--- src/rtl/input_conditioner.sv ---
// Input conditioner: 2-flop sync, per-channel debounce, edge pulses, toggle mode, lowest-index select.
// Optional auto-repeat of rise pulses on held non-toggle channels: define INCOND_REPEAT_EN.
module input_conditioner #(
   parameter int              N_CH            = 8,
   parameter int              DEBOUNCE_CYCLES = 1000000,
   parameter logic [N_CH-1:0] TOGGLE_MASK     = {N_CH{1'b0}},
   parameter int              REPEAT_DELAY    = 50000000,
   parameter int              REPEAT_PERIOD   = 10000000,
   localparam int             SEL_W           = (N_CH > 1) ? $clog2(N_CH) : 1
) (
   input  logic             clk,
   input  logic             clr_n,
   input  logic [N_CH-1:0]  raw_in,
   output logic [N_CH-1:0]  level_out,
   output logic [N_CH-1:0]  rise_pulse,
   output logic [N_CH-1:0]  fall_pulse,
   output logic [N_CH-1:0]  state_out,
   output logic             sel_valid,
   output logic [SEL_W-1:0] sel_idx
);

   localparam int             CNT_W   = $clog2(DEBOUNCE_CYCLES);
   localparam logic [CNT_W-1:0] CNT_MAX = CNT_W'(DEBOUNCE_CYCLES - 1);

   logic [N_CH-1:0]  sync_p0;
   logic [N_CH-1:0]  sync_p1;
   logic [N_CH-1:0]  stable;
   logic [N_CH-1:0]  tog;
   logic [N_CH-1:0]  rise_q;
   logic [N_CH-1:0]  fall_q;
   logic [N_CH-1:0]  accept;
   logic [N_CH-1:0]  rep_pulse;
   logic [CNT_W-1:0] cnt [N_CH];
   logic [SEL_W-1:0] sel_nxt;
   logic             sel_vld_nxt;

   // Stage p0/p1: two-flop synchroniser
   always_ff @(posedge clk or negedge clr_n) begin
      if (!clr_n) begin
         sync_p0 <= '0;
         sync_p1 <= '0;
      end else begin
         sync_p0 <= raw_in;
         sync_p1 <= sync_p0;
      end
   end

   // A channel is accepted when it has disagreed with stable for the full window
   always_comb begin
      accept = '0;
      for (int i = 0; i < N_CH; i++) begin
         accept[i] = (sync_p1[i] != stable[i]) && (cnt[i] == CNT_MAX);
      end
   end

   // Debounce counters, stable level, toggle latch and edge pulses
   always_ff @(posedge clk or negedge clr_n) begin
      if (!clr_n) begin
         stable <= '0;
         tog    <= '0;
         rise_q <= '0;
         fall_q <= '0;
         for (int i = 0; i < N_CH; i++) begin
            cnt[i] <= '0;
         end
      end else begin
         for (int i = 0; i < N_CH; i++) begin
            if (sync_p1[i] == stable[i]) begin
               cnt[i] <= '0;
            end else if (cnt[i] == CNT_MAX) begin
               stable[i] <= sync_p1[i];
               cnt[i]    <= '0;
            end else begin
               cnt[i] <= cnt[i] + 1'b1;
            end
         end
         rise_q <= (accept & sync_p1) | rep_pulse;
         fall_q <= accept & ~sync_p1;
         tog    <= tog ^ (accept & sync_p1 & TOGGLE_MASK);
      end
   end

`ifdef INCOND_REPEAT_EN
   localparam int REP_MAX = (REPEAT_DELAY > REPEAT_PERIOD) ? REPEAT_DELAY : REPEAT_PERIOD;
   localparam int HOLD_W  = (REP_MAX > 1) ? $clog2(REP_MAX) : 1;
   localparam logic [HOLD_W-1:0] DELAY_LAST  = HOLD_W'(REPEAT_DELAY - 1);
   localparam logic [HOLD_W-1:0] PERIOD_LAST = HOLD_W'(REPEAT_PERIOD - 1);

   logic [HOLD_W-1:0] hold [N_CH];
   logic [N_CH-1:0]   rep_armed;

   // First repeat waits REPEAT_DELAY after the accepted rise, later ones REPEAT_PERIOD
   always_comb begin
      rep_pulse = '0;
      for (int i = 0; i < N_CH; i++) begin
         rep_pulse[i] = !TOGGLE_MASK[i] && stable[i] && !accept[i] &&
                        (rep_armed[i] ? (hold[i] == PERIOD_LAST) : (hold[i] == DELAY_LAST));
      end
   end

   always_ff @(posedge clk or negedge clr_n) begin
      if (!clr_n) begin
         rep_armed <= '0;
         for (int i = 0; i < N_CH; i++) begin
            hold[i] <= '0;
         end
      end else begin
         for (int i = 0; i < N_CH; i++) begin
            if (!stable[i] || accept[i] || TOGGLE_MASK[i]) begin
               hold[i]      <= '0;
               rep_armed[i] <= 1'b0;
            end else if (rep_pulse[i]) begin
               hold[i]      <= '0;
               rep_armed[i] <= 1'b1;
            end else begin
               hold[i] <= hold[i] + 1'b1;
            end
         end
      end
   end
`else
   localparam int rep_cfg_unused = REPEAT_DELAY ^ REPEAT_PERIOD;
   assign rep_pulse = '0;
`endif

   assign level_out  = stable;
   assign rise_pulse = rise_q;
   assign fall_pulse = fall_q;
   assign state_out  = (tog & TOGGLE_MASK) | (stable & ~TOGGLE_MASK);

   // Lowest set index wins; scanning downward leaves the lowest one last
   always_comb begin
      sel_nxt     = '0;
      sel_vld_nxt = 1'b0;
      for (int i = N_CH - 1; i >= 0; i--) begin
         if (state_out[i]) begin
            sel_nxt     = SEL_W'(i);
            sel_vld_nxt = 1'b1;
         end
      end
   end

   // Stage p2: registered priority select
   always_ff @(posedge clk or negedge clr_n) begin
      if (!clr_n) begin
         sel_idx   <= '0;
         sel_valid <= 1'b0;
      end else begin
         sel_idx   <= sel_nxt;
         sel_valid <= sel_vld_nxt;
      end
   end

endmodule

--- config.mk ---
export PLATFORM = sky130hd
export DESIGN_NAME = input_conditioner
export DESIGN_NICKNAME = d
export VERILOG_FILES = /design/src/rtl/input_conditioner.sv
export SDC_FILE = /design/constraint.sdc
export NUM_CORES = 1
export LEC_CHECK = 0
export ABC_AREA = 1
export ABC_CLOCK_PERIOD_IN_PS = 1850
export BUFFER_PORTS_ARGS = -buffer_cell sky130_fd_sc_hd__buf_2
export CAP_MARGIN = 20
export CORE_MARGIN = 5
export CORE_UTILIZATION = 35
export CTS_BUF_LIST = sky130_fd_sc_hd__clkbuf_4
export CTS_CLUSTER_SIZE = 30
export DETAILED_ROUTE_END_ITERATION = 16
export GPL_TIMING_DRIVEN = 0
export SLEW_MARGIN = 20
export SYNTH_ARGS = -nofsm -noshare
export SYNTH_HDL_FRONTEND = slang
export SYNTH_SLANG_ARGS = --single-unit
--- constraint.sdc ---
create_clock -name clk -period 1.85 [get_ports clk]
set_input_delay 0.0925 -clock clk [delete_from_list [all_inputs] [get_ports clk]]
set_output_delay 0.0925 -clock clk [all_outputs]
set_load 0.01 [all_outputs]
==> key figures, run 1 <==
Status
  • Run status: finished, final reports clean

Power and ir drop
  • Sw Pwr: 2.19 mW
  • PwrDens: 717 nW/um2
  • Power Internal: 6.62 mW
  • Power share of the clock group: between 40% and 50%
  • Leakage: 5.32 nW
  • Worst vdd rail ir drop: 0.333 mV
  • Total power: about 9 mW
  • Comb pwr share: under 10%
  • Sequential Power Share: 51.9%
  • Switching share of power: 24.8%

Placed design
  • GP Congestion: ~0.86
  • HPWL Detailed: 16.4 mm
  • IO buf count: 45
  • Dpl cells: between 1500 and 2000

Setup path
  • Crit path kind: reg -> reg
  • Data arrival, critical path: around 2200 ps
  • Critical path origin: cnt[80]
  • Critical Path End Type: register
  • Req. time, crit path: 2330 ps
  • Max Fanout on Critical Path: 8
  • Setup crit start kind: register
  • R2r startpoint: cnt[80]

Floorplanning
  • Core ar.: 29800 um2
  • Die Y: about 180 um
  • Die Wd: ~180 um
  • Site row count: 63
  • Ports: 46
  • Starting density of the core: a little over a third
  • Area of the die: roughly 34000 um2

Clocking
  • H-tree levels: 2
  • Worst-case clock buffer depth: 3
  • Setup bufs post-CTS: 0
  • Clock sinks: 204
  • Clk slew on worst S/H paths: 70 ps
  • Clock Latency Late Sink: 680 ps
  • Num CTS Buffers: 58
  • Root Driver: clkbuf_4
  • CTS tree: done

Finish
  • Layout cells sized above 1: 16.3%
  • Most common cell after layout, fill and taps aside: nor2_1
  • Area Growth Syn to Fin: 15.5%
  • Final #Nets: ~1500
  • Non-filler cells, final: 1884
  • Commonest non-fill, non-tap cells in the layout: nor2_1, nand2_1, dfrtp_1

Synthesis
  • Async SR Flop Fraction: 100%
  • Mapped Cells: between 1000 and 1500
  • Net Count, Synth: 1343
  • Synth area leaders: dfrtp_1, nor2_1, nand2_1
  • Synth unique cells: 32
  • Post-synth EDFFs: 0
  • Synth Area in XOR/XNOR: ~6.5%
  • Share of the synthesized area in the top cell type: 48.0%
  • Synth Area in Compound Gates: approximately 2.4%
  • Sequential share of the synthesized area: 48.0%
  • Yosys top cell by area: dfrtp_1
  • Largest family of logic cells by synthesized area: simple AND/OR/NAND/NOR gates
  • Syn Std Cell Area: ~11000 um2
  • Number of synthesized register bits: approximately 200
  • Ys flop type: dfrtp_1
  • Proportion of synthesized area in mux cells: 0%
  • Post-synthesis adder-cell area fraction: 0.941%
  • Synth Warn #: 0
  • Syn avg cell area: 8.03 um2
  • Post-Synth Simple-Gate Area: between 30% and 40%

Hold path
  • Hold_sp: raw_in[0]
  • Worst Hold Class: in -> reg

Global route
  • Global-route wire length before repair: approximately 40 mm
  • Antenna violations before repair: 1
  • Met3 Track Usage GR: under 10%
  • Grt peak-use layer: met2
  • M1 GR Usage: 18.7%
  • Vias in the first global route: 8603
  • Largest net degree at the start of global routing: 76
  • Total track usage: 14.0%
  • M2 GR Usage: 22.5%
  • Global route overflow: 0

STA
  • Final setup violation count: 0
  • Final Cycle Share: 92.4%
  • Slew Limit Fails: 0
  • Fmax: 585 MHz
  • Slew HR: 51.3%
  • Hold Vio Cnt, Final: 0
  • Final Critical Period: 1710 ps
  • Worst Max-Slew Pin Slew: 722 ps
  • RSZ-0062 raised after global routing: false
  • Layout Skew: slightly below 50 ps

Routing
  • Pre-Repair DR Iteration Count: 5
  • Final ANT Viol Nets: 0
  • Vias: 8607
  • Drt drc: 0
  • Routed WL per cell: approximately 12 um
  • Iteration-0 DRC Markers: 496
  • Post-Route WL: about 23 mm
  • Routed vias/inst: 4.57

Flow run
  • # Max-Cap Violations: 0
## registers in the layout, indices dropped and copies added, names as in the netlist
signal	flops
cnt	160
fall_pulse	8
level_out	8
rise_pulse	8
sel_idx	3
sel_valid	1
sync_p0	8
sync_p1	8
## critical path, stage by stage, from the launching register on
cell	delay, ps
dfrtp_1	370
ha_1	210
nand3_2	160
nor2_4	160
nand3_2	190
nor3_1	410
## Yosys cell counts, types with 4 or more instances
cell / n
a21oi_1: 25
buf_4: 8
dfrtp_1: 204
ha_1: 8
inv_1: 114
inv_2: 5
nand2_1: 212
nand2_2: 25
nand2_4: 4
nand3_1: 133
nand3_2: 18
nand3b_1: 4
nand4_1: 22
nor2_1: 354
nor2_2: 20
nor2_4: 20
nor3_1: 30
o21ai_0: 9
o21ai_1: 8
o21bai_1: 6
xnor2_1: 30
xor2_1: 49
## power groups by stage
stage	combinational (mW)	clock [mW]	sequential (mW)
after global placement	0.291	0	4.65
after global routing	0.380	4.38	4.57
after CTS	0.339	4.13	4.57
after detailed placement	0.314	0	4.65
after floorplan	0.153	0	4.64
final	0.323	3.91	4.57
## cells by family after synthesis
| logic type | count (synthesis) |
|---|---|
| simple gates | 855 |
| xor+xnor | 79 |
| fa+ha+maj | 8 |
| buf+inv | 131 |
| compound gates | 48 |
| flops | 204 |
## repair_timing
action / CTS / global route
endpoints found under the hold margin: 212 / 0
hold buffers: 15 / 0
endpoints found under the setup margin: 0 / 9
gates resized for setup: 0 / 1
## area by class of cell
| type | count | area [um2] |
|---|---|---|
| Buffer | 12 | 78.8 |
| Antenna cell | 1 | 2.50 |
| Clock buffer | 79 | 593 |
| Tap cell | 390 | 488 |
| Fill cell | 3100 | 17500 |
| Inverter | 119 | 447 |
| Sequential cell | 204 | 5100 |
| Clock inverter | 27 | 113 |
| Timing Repair Buffer | 62 | 440 |
| Multi-Input combinational cell | 990 | 5020 |
## routing by layer
metal	vias up	wire, um
met1	3944	10500
met2	136	10300
li1	4480	-
met5	-	0
met3	47	1160
met4	0	564
## stage by stage
stage / setup WS, ps / cell area (um2) / utilization, % / hold slack, ps / setup TNS [ps]
after floorplan: 510 / 10600 / - / -203 / 0
after global placement: -2910 / 11300 / 38.1 / 202 / -588970
after detailed placement: 102 / 11400 / 38.3 / 65.1 / 0
after CTS: 33.9 / 12300 / 41.2 / 0.769 / 0
after global routing: 1.89 / 12300 / 41.2 / 9.46 / 0
final: 142 / 12300 / 41.2 / 71.7 / 0
## path summary, 6_finish.rpt
path | end | slack, ps | depth (start not counted)
worst max-delay path | fall_pulse[3] | 140 | 5
worst min-delay path | sync_p0[0] | 70 | 2
worst max register to register | fall_pulse[3] | 140 | 5
worst min register to register | sync_p1[7] | 350 | 0
max in group asynchronous | sel_idx[1] | 610 | 4
min in group asynchronous | cnt[52] | 460 | 3
No activity file was read; power rests on OpenSTA's default activity.
==> inputs of run 2 (changes only) <==
- REMOVE_ABC_BUFFERS: unset -> 1
==> key figures, run 2 (synthesis gave the netlist of run 1 again) <==
Status
  • Run status: finished, final reports clean

Placed design
  • Dpl cells: 1750 (-0.68%)
  • DP Area: 11300 um2 (-0.69%)
  • GP Congestion: 0.877 (+2.5%)
  • IO buf count: 45 (unchanged)
  • HPWL Detailed: 16.0 mm (-2.8%)
  • Pre-CTS setup slack: -265 ps (-367 ps)

Finish
  • Layout cells sized above 1: 16.2% (-0.12 points)
  • Commonest non-fill, non-tap cells in the layout: nor2_1, nand2_1, dfrtp_1
  • Area Growth Syn to Fin: 14.8%
  • Reg with most FFs: cnt
  • Non-filler cells, final: 1865 (-1.0%)
  • Final core utilization: 41.0% (-0.26 points)
  • Max reg flops: 160 (unchanged)
  • Filler instances: 3053 (-1.5%)
  • Most common cell after layout, fill and taps aside: nor2_1
  • Design area: 12200 um2 (-0.62%)
  • Final #Nets: 1449 (-1.1%)

Power and ir drop
  • Total power: 8.83 mW (+0.25%)
  • Worst vdd rail ir drop: 0.536 mV (+61%)
  • Leakage: 5.26 nW (-1.1%)
  • PwrDens: 723 nW/um2 (+0.88%)

Clocking
  • Root Driver: clkbuf_4
  • Clk slew on worst S/H paths: 60 ps (about the same)
  • H-tree levels: 2 (unchanged)
  • Worst-case clock buffer depth: 3 (unchanged)
  • CTS tree: done
  • Num CTS Buffers: 57 (-1.7%)
  • Clock Latency Late Sink: 660 ps (-20 ps)
  • Setup bufs post-CTS: 0 (unchanged)
  • Clock sinks: 204 (unchanged)

STA
  • Slew Limit Fails: 0 (unchanged)
  • Worst Max-Slew Pin Slew: 528 ps (-194 ps)
  • WHS: 88.3 ps (+16.6 ps)
  • Setup WS post-layout: 144 ps (+2.67 ps)
  • Layout Skew: 40.2 ps (-8.81 ps)
  • Fmax: 586 MHz (+0.16%)
  • Slew HR: 64.5% (+13 points)
  • Final Cycle Share: 92.2% (-0.14 points)
  • RSZ-0062 raised after global routing: false
  • Final Critical Period: 1710 ps (-2.67 ps)
  • Hold Vio Cnt, Final: 0 (unchanged)
  • Final setup violation count: 0 (unchanged)
  • Fin Setup TNS: 0 ps (unchanged)

Setup path
  • Slowest stage cell, crit path: dfrtp_1
  • Critical Path End Type: register
  • Maximum single-stage delay on the critical path: 460 ps (+50 ps)
  • Setup crit start kind: register
  • Req. time, crit path: 2390 ps (+60 ps)
  • Max Fanout on Critical Path: 11 (+3)
  • Data arrival, critical path: 2240 ps (+50 ps)
  • Crit path kind: reg -> reg
  • Crit path cell chain: inv_1, nor2_1, nor2_2, inv_1, nand2_2, nor2_1

Floorplanning
  • Starting density of the core: 35.7% (unchanged)
  • Site row count: 63 (unchanged)
  • Die Wd: 184 um (unchanged)
  • Ports: 46 (unchanged)
  • Core ar.: 29800 um2 (unchanged)
  • Area of the die: 34000 um2 (unchanged)
  • Die Y: 184 um (unchanged)

Routing
  • Routed vias/inst: 4.61 (+1.0%)
  • Iteration-0 DRC Markers: 380 (-23%)
  • Pre-Repair DR Iteration Count: 5 (unchanged)
  • Routed WL per cell: 12.0 um (about the same)
  • Post-Route WL: 22.4 mm (-0.97%)
  • Vias: 8606 (-0.012%)
  • Drt drc: 0 (unchanged)
  • Final ANT Viol Nets: 0 (unchanged)

Flow run
  • # Max-Cap Violations: 0 (unchanged)

Global route
  • Global-route wire length before repair: 40.3 mm (about the same)
  • Global route overflow: 0 (unchanged)
  • Vias in the first global route: 8596 (-0.081%)
  • Total track usage: 13.9% (-0.11 points)
  • Antenna violations before repair: 1 (unchanged)
  • Largest net degree at the start of global routing: 96 (+26%)

Hold path
  • Worst Hold Class: in -> reg
run 2: changes by cell type in the layout (fill, tap and decap cells not counted), sizes merged:
cell	before	now
buf	58	48
clkbuf	80	85
clkinv	25	15
clkinvlp	1	0
diode	1	2
dlygate4sd3	15	11
run 2: where the power goes:
part           internal [mW]  total, mW  switching, mW
clock                   2.09       3.93           1.84
sequential              4.52       4.57         0.0471
combinational          0.106      0.324          0.219
total                   6.72       8.83           2.11
run 2: timing repair:
item / CTS / global route
cloned: 0 / 0
endpoints found under the hold margin: 212 / 0
hold buffers: 12 / 0
resized for setup: 4 / 5
endpoints found under the setup margin: 36 / 28
run 2: worst paths after layout:
kind                                 end  cells after the start    startpoint  slack [ps]
setup / recovery                 cnt[58]                      6  level_out[5]         140
hold / removal                sync_p0[7]                      2     raw_in[7]          90
setup reg to reg                 cnt[58]                      6  level_out[5]         140
hold reg to reg               sync_p1[1]                      0    sync_p0[1]         350
max in group asynchronous     sync_p0[2]                      4         clr_n         810
min in group asynchronous  fall_pulse[4]                      4         clr_n         560
run 2: worst max-delay path, delay by kind of cell, from the launching register on:
family                 cells  cell delay, ps
buffers and inverters      2             370
flip-flops                 1             460
AND/OR/NAND/NOR            4             760
run 2: final cells by class:
| type | instances | area [um2] | area share, % |
|---|---|---|---|
| Tap cell | 390 | 488 | 4.00 |
| Clock buffer | 85 | 638 | 5.23 |
| Sequential cell | 204 | 5100 | 41.8 |
| Clock inverter | 16 | 66.3 | 0.543 |
| Inverter | 119 | 447 | 3.66 |
| Timing Repair Buffer | 59 | 420 | 3.44 |
| Antenna cell | 2 | 5.00 | 0.0410 |
| Multi-Input combinational cell | 990 | 5040 | 41.3 |
run 2: metal layers:
layer	wire, um	global-route usage (%)	vias up
met4	776	5.74	0
met3	852	2.64	51
met2	10100	22.0	153
li1	-	-	4472
met5	0	0	-
met1	10600	18.8	3930
==> inputs of run 3 (changes only) <==
- PLACE_DENSITY: unset -> 0.56
==> key figures, run 3 (synthesis gave the netlist of run 1 again) <==
Status
  • Run status: finished, final reports clean

Setup path
  • Critical Path End Type: register
  • Crit path kind: reg -> reg
  • Maximum single-stage delay on the critical path: 460 ps (about the same)
  • Max Fanout on Critical Path: 9 (-2)
  • Slowest stage cell, crit path: dfrtp_1
  • Data arrival, critical path: 2180 ps (-60 ps)
  • Crit path cell chain: inv_2, nor2_1, nor2_1, inv_2, nand2_4, nor2_1
  • Req. time, crit path: 2400 ps (about the same)
  • Most used cell, CP: nor2_1
  • Delay-heaviest family, CP: simple AND/OR/NAND/NOR gates
  • Setup crit start kind: register
  • Buffers & Inverters on Critical Path: 2 (unchanged)

Global route
  • Global-route wire length before repair: 40.2 mm (-0.15%)
  • Antenna violations before repair: 1 (unchanged)
  • Largest net degree at the start of global routing: 78 (-19%)
  • Total track usage: 14.0% (+0.081 points)
  • Global route overflow: 0 (unchanged)
  • Vias in the first global route: 8585 (-0.13%)

STA
  • Slew Limit Fails: 0 (unchanged)
  • RSZ-0062 raised after global routing: false
  • Final setup violation count: 0 (unchanged)
  • Worst Max-Slew Pin Slew: 578 ps (+49.9 ps)
  • Final Critical Period: 1620 ps (-83.1 ps)
  • Slew HR: 61.2% (-3.4 points)
  • Layout Skew: 24.3 ps (-15.9 ps)
  • Hold Vio Cnt, Final: 0 (unchanged)
  • Fmax: 616 MHz (+5.1%)
  • Final Cycle Share: 87.7% (-4.5 points)

Power and ir drop
  • Total power: 8.50 mW (-3.7%)
  • Leakage: 5.21 nW (-1.1%)
  • Worst vdd rail ir drop: 0.316 mV (-41%)
  • PwrDens: 701 nW/um2 (-3.1%)

Placed design
  • IO buf count: 45 (unchanged)
  • GP Congestion: 0.884 (+0.80%)
  • DP Area: 11300 um2 (unchanged)
  • HPWL Detailed: 16.2 mm (+1.8%)

Floorplanning
  • Core ar.: 29800 um2 (unchanged)
  • Starting density of the core: 35.7% (unchanged)
  • Die Y: 184 um (unchanged)
  • Ports: 46 (unchanged)
  • Area of the die: 34000 um2 (unchanged)
  • Die Wd: 184 um (unchanged)
  • Site row count: 63 (unchanged)

Finish
  • Final #Nets: 1448 (-0.069%)
  • Design area: 12100 um2 (-0.54%)
  • Most common cell after layout, fill and taps aside: nor2_1
  • Commonest non-fill, non-tap cells in the layout: nor2_1, nand2_1, dfrtp_1
  • Reg with most FFs: cnt
  • Area Growth Syn to Fin: 14.2%
  • Layout cells sized above 1: 15.1% (-1.1 points)
  • Max reg flops: 160 (unchanged)

Flow run
  • # Max-Cap Violations: 0 (unchanged)

Clocking
  • Clock sinks: 204 (unchanged)
  • Root Driver: clkbuf_4
  • CTS tree: done
  • Worst-case clock buffer depth: 3 (unchanged)
  • H-tree levels: 2 (unchanged)
  • Clk slew on worst S/H paths: 80 ps (+20 ps)
  • Num CTS Buffers: 55 (-3.5%)
  • Clock Latency Late Sink: 670 ps (about the same)

Hold path
  • Worst Hold Class: in -> reg

Routing
  • Vias: 8625 (+0.22%)
  • Final ANT Viol Nets: 0 (unchanged)
  • Pre-Repair DR Iteration Count: 5 (unchanged)
  • Drt drc: 0 (unchanged)
  • Post-Route WL: 22.7 mm (+1.2%)
  • Routed vias/inst: 4.63 (+0.33%)
  • Iteration-0 DRC Markers: 549 (+44%)
  • Routed WL per cell: 12.2 um (+1.4%)
## run 3: power by group
part           internal [mW]  total, mW  leakage (nW)  switching [mW]
registers               4.52       4.57          2.79          0.0480
clock network           1.74       3.61         0.368            1.87
logic                  0.104      0.322          2.04           0.218
total                   6.37       8.50          5.21            2.14
## run 3: area by class of cell
class                      count  area [um2]
clock inverter                31         128
multi-input combinational    990        5040
tap                          390         488
sequential                   204        5100
clock buffer                  68         510
antenna                        1        2.50
timing repair buffer          60         420
inverter                     119         447
fill                        3104       17700
## run 3: worst paths after layout
path	depth (start not counted)	slack, ps	start	endpoint
min	2	70	raw_in[6]	sync_p0[6]
min reg2reg	0	340	sync_p0[4]	sync_p1[4]
max	6	230	level_out[7]	cnt[18]
max in group asynchronous	4	550	clr_n	cnt[11]
max reg2reg	6	230	level_out[7]	cnt[18]
min in group asynchronous	3	510	clr_n	cnt[31]
## run 3: what timing repair did
| action | CTS | global route |
|---|---|---|
| hold buffers | 13 | 0 |
| endpoints found under the hold margin | 212 | 0 |
| resized for setup | 4 | 5 |
| endpoints found under the setup margin | 36 | 26 |
| buffers inserted | 0 | 0 |
## run 3: through the flow
stage | TNS, ps | utilization (%) | cells | setup slack, ps | hold slack, ps
detailed placement | -5740 | 38.0 | 1750 | -218 | 85.4
floorplan | 0 | - | 1313 | 255 | -203
CTS | 0 | 40.7 | 1862 | 41.1 | 0.936
global route | 0 | 40.7 | 1863 | 20.8 | 11.3
global placement | -599360 | 37.8 | 1748 | -2930 | 202
finish | 0 | 40.7 | 1863 | 227 | 73.7
## run 3: metal layers
layer | track usage (%) | vias to the layer above | wire [um]
li1 | - | 4448 | -
met4 | 5.35 | 0 | 581
met3 | 2.68 | 40 | 794
met2 | 22.6 | 133 | 10400
met5 | 0 | - | 0
met1 | 18.7 | 4004 | 10900
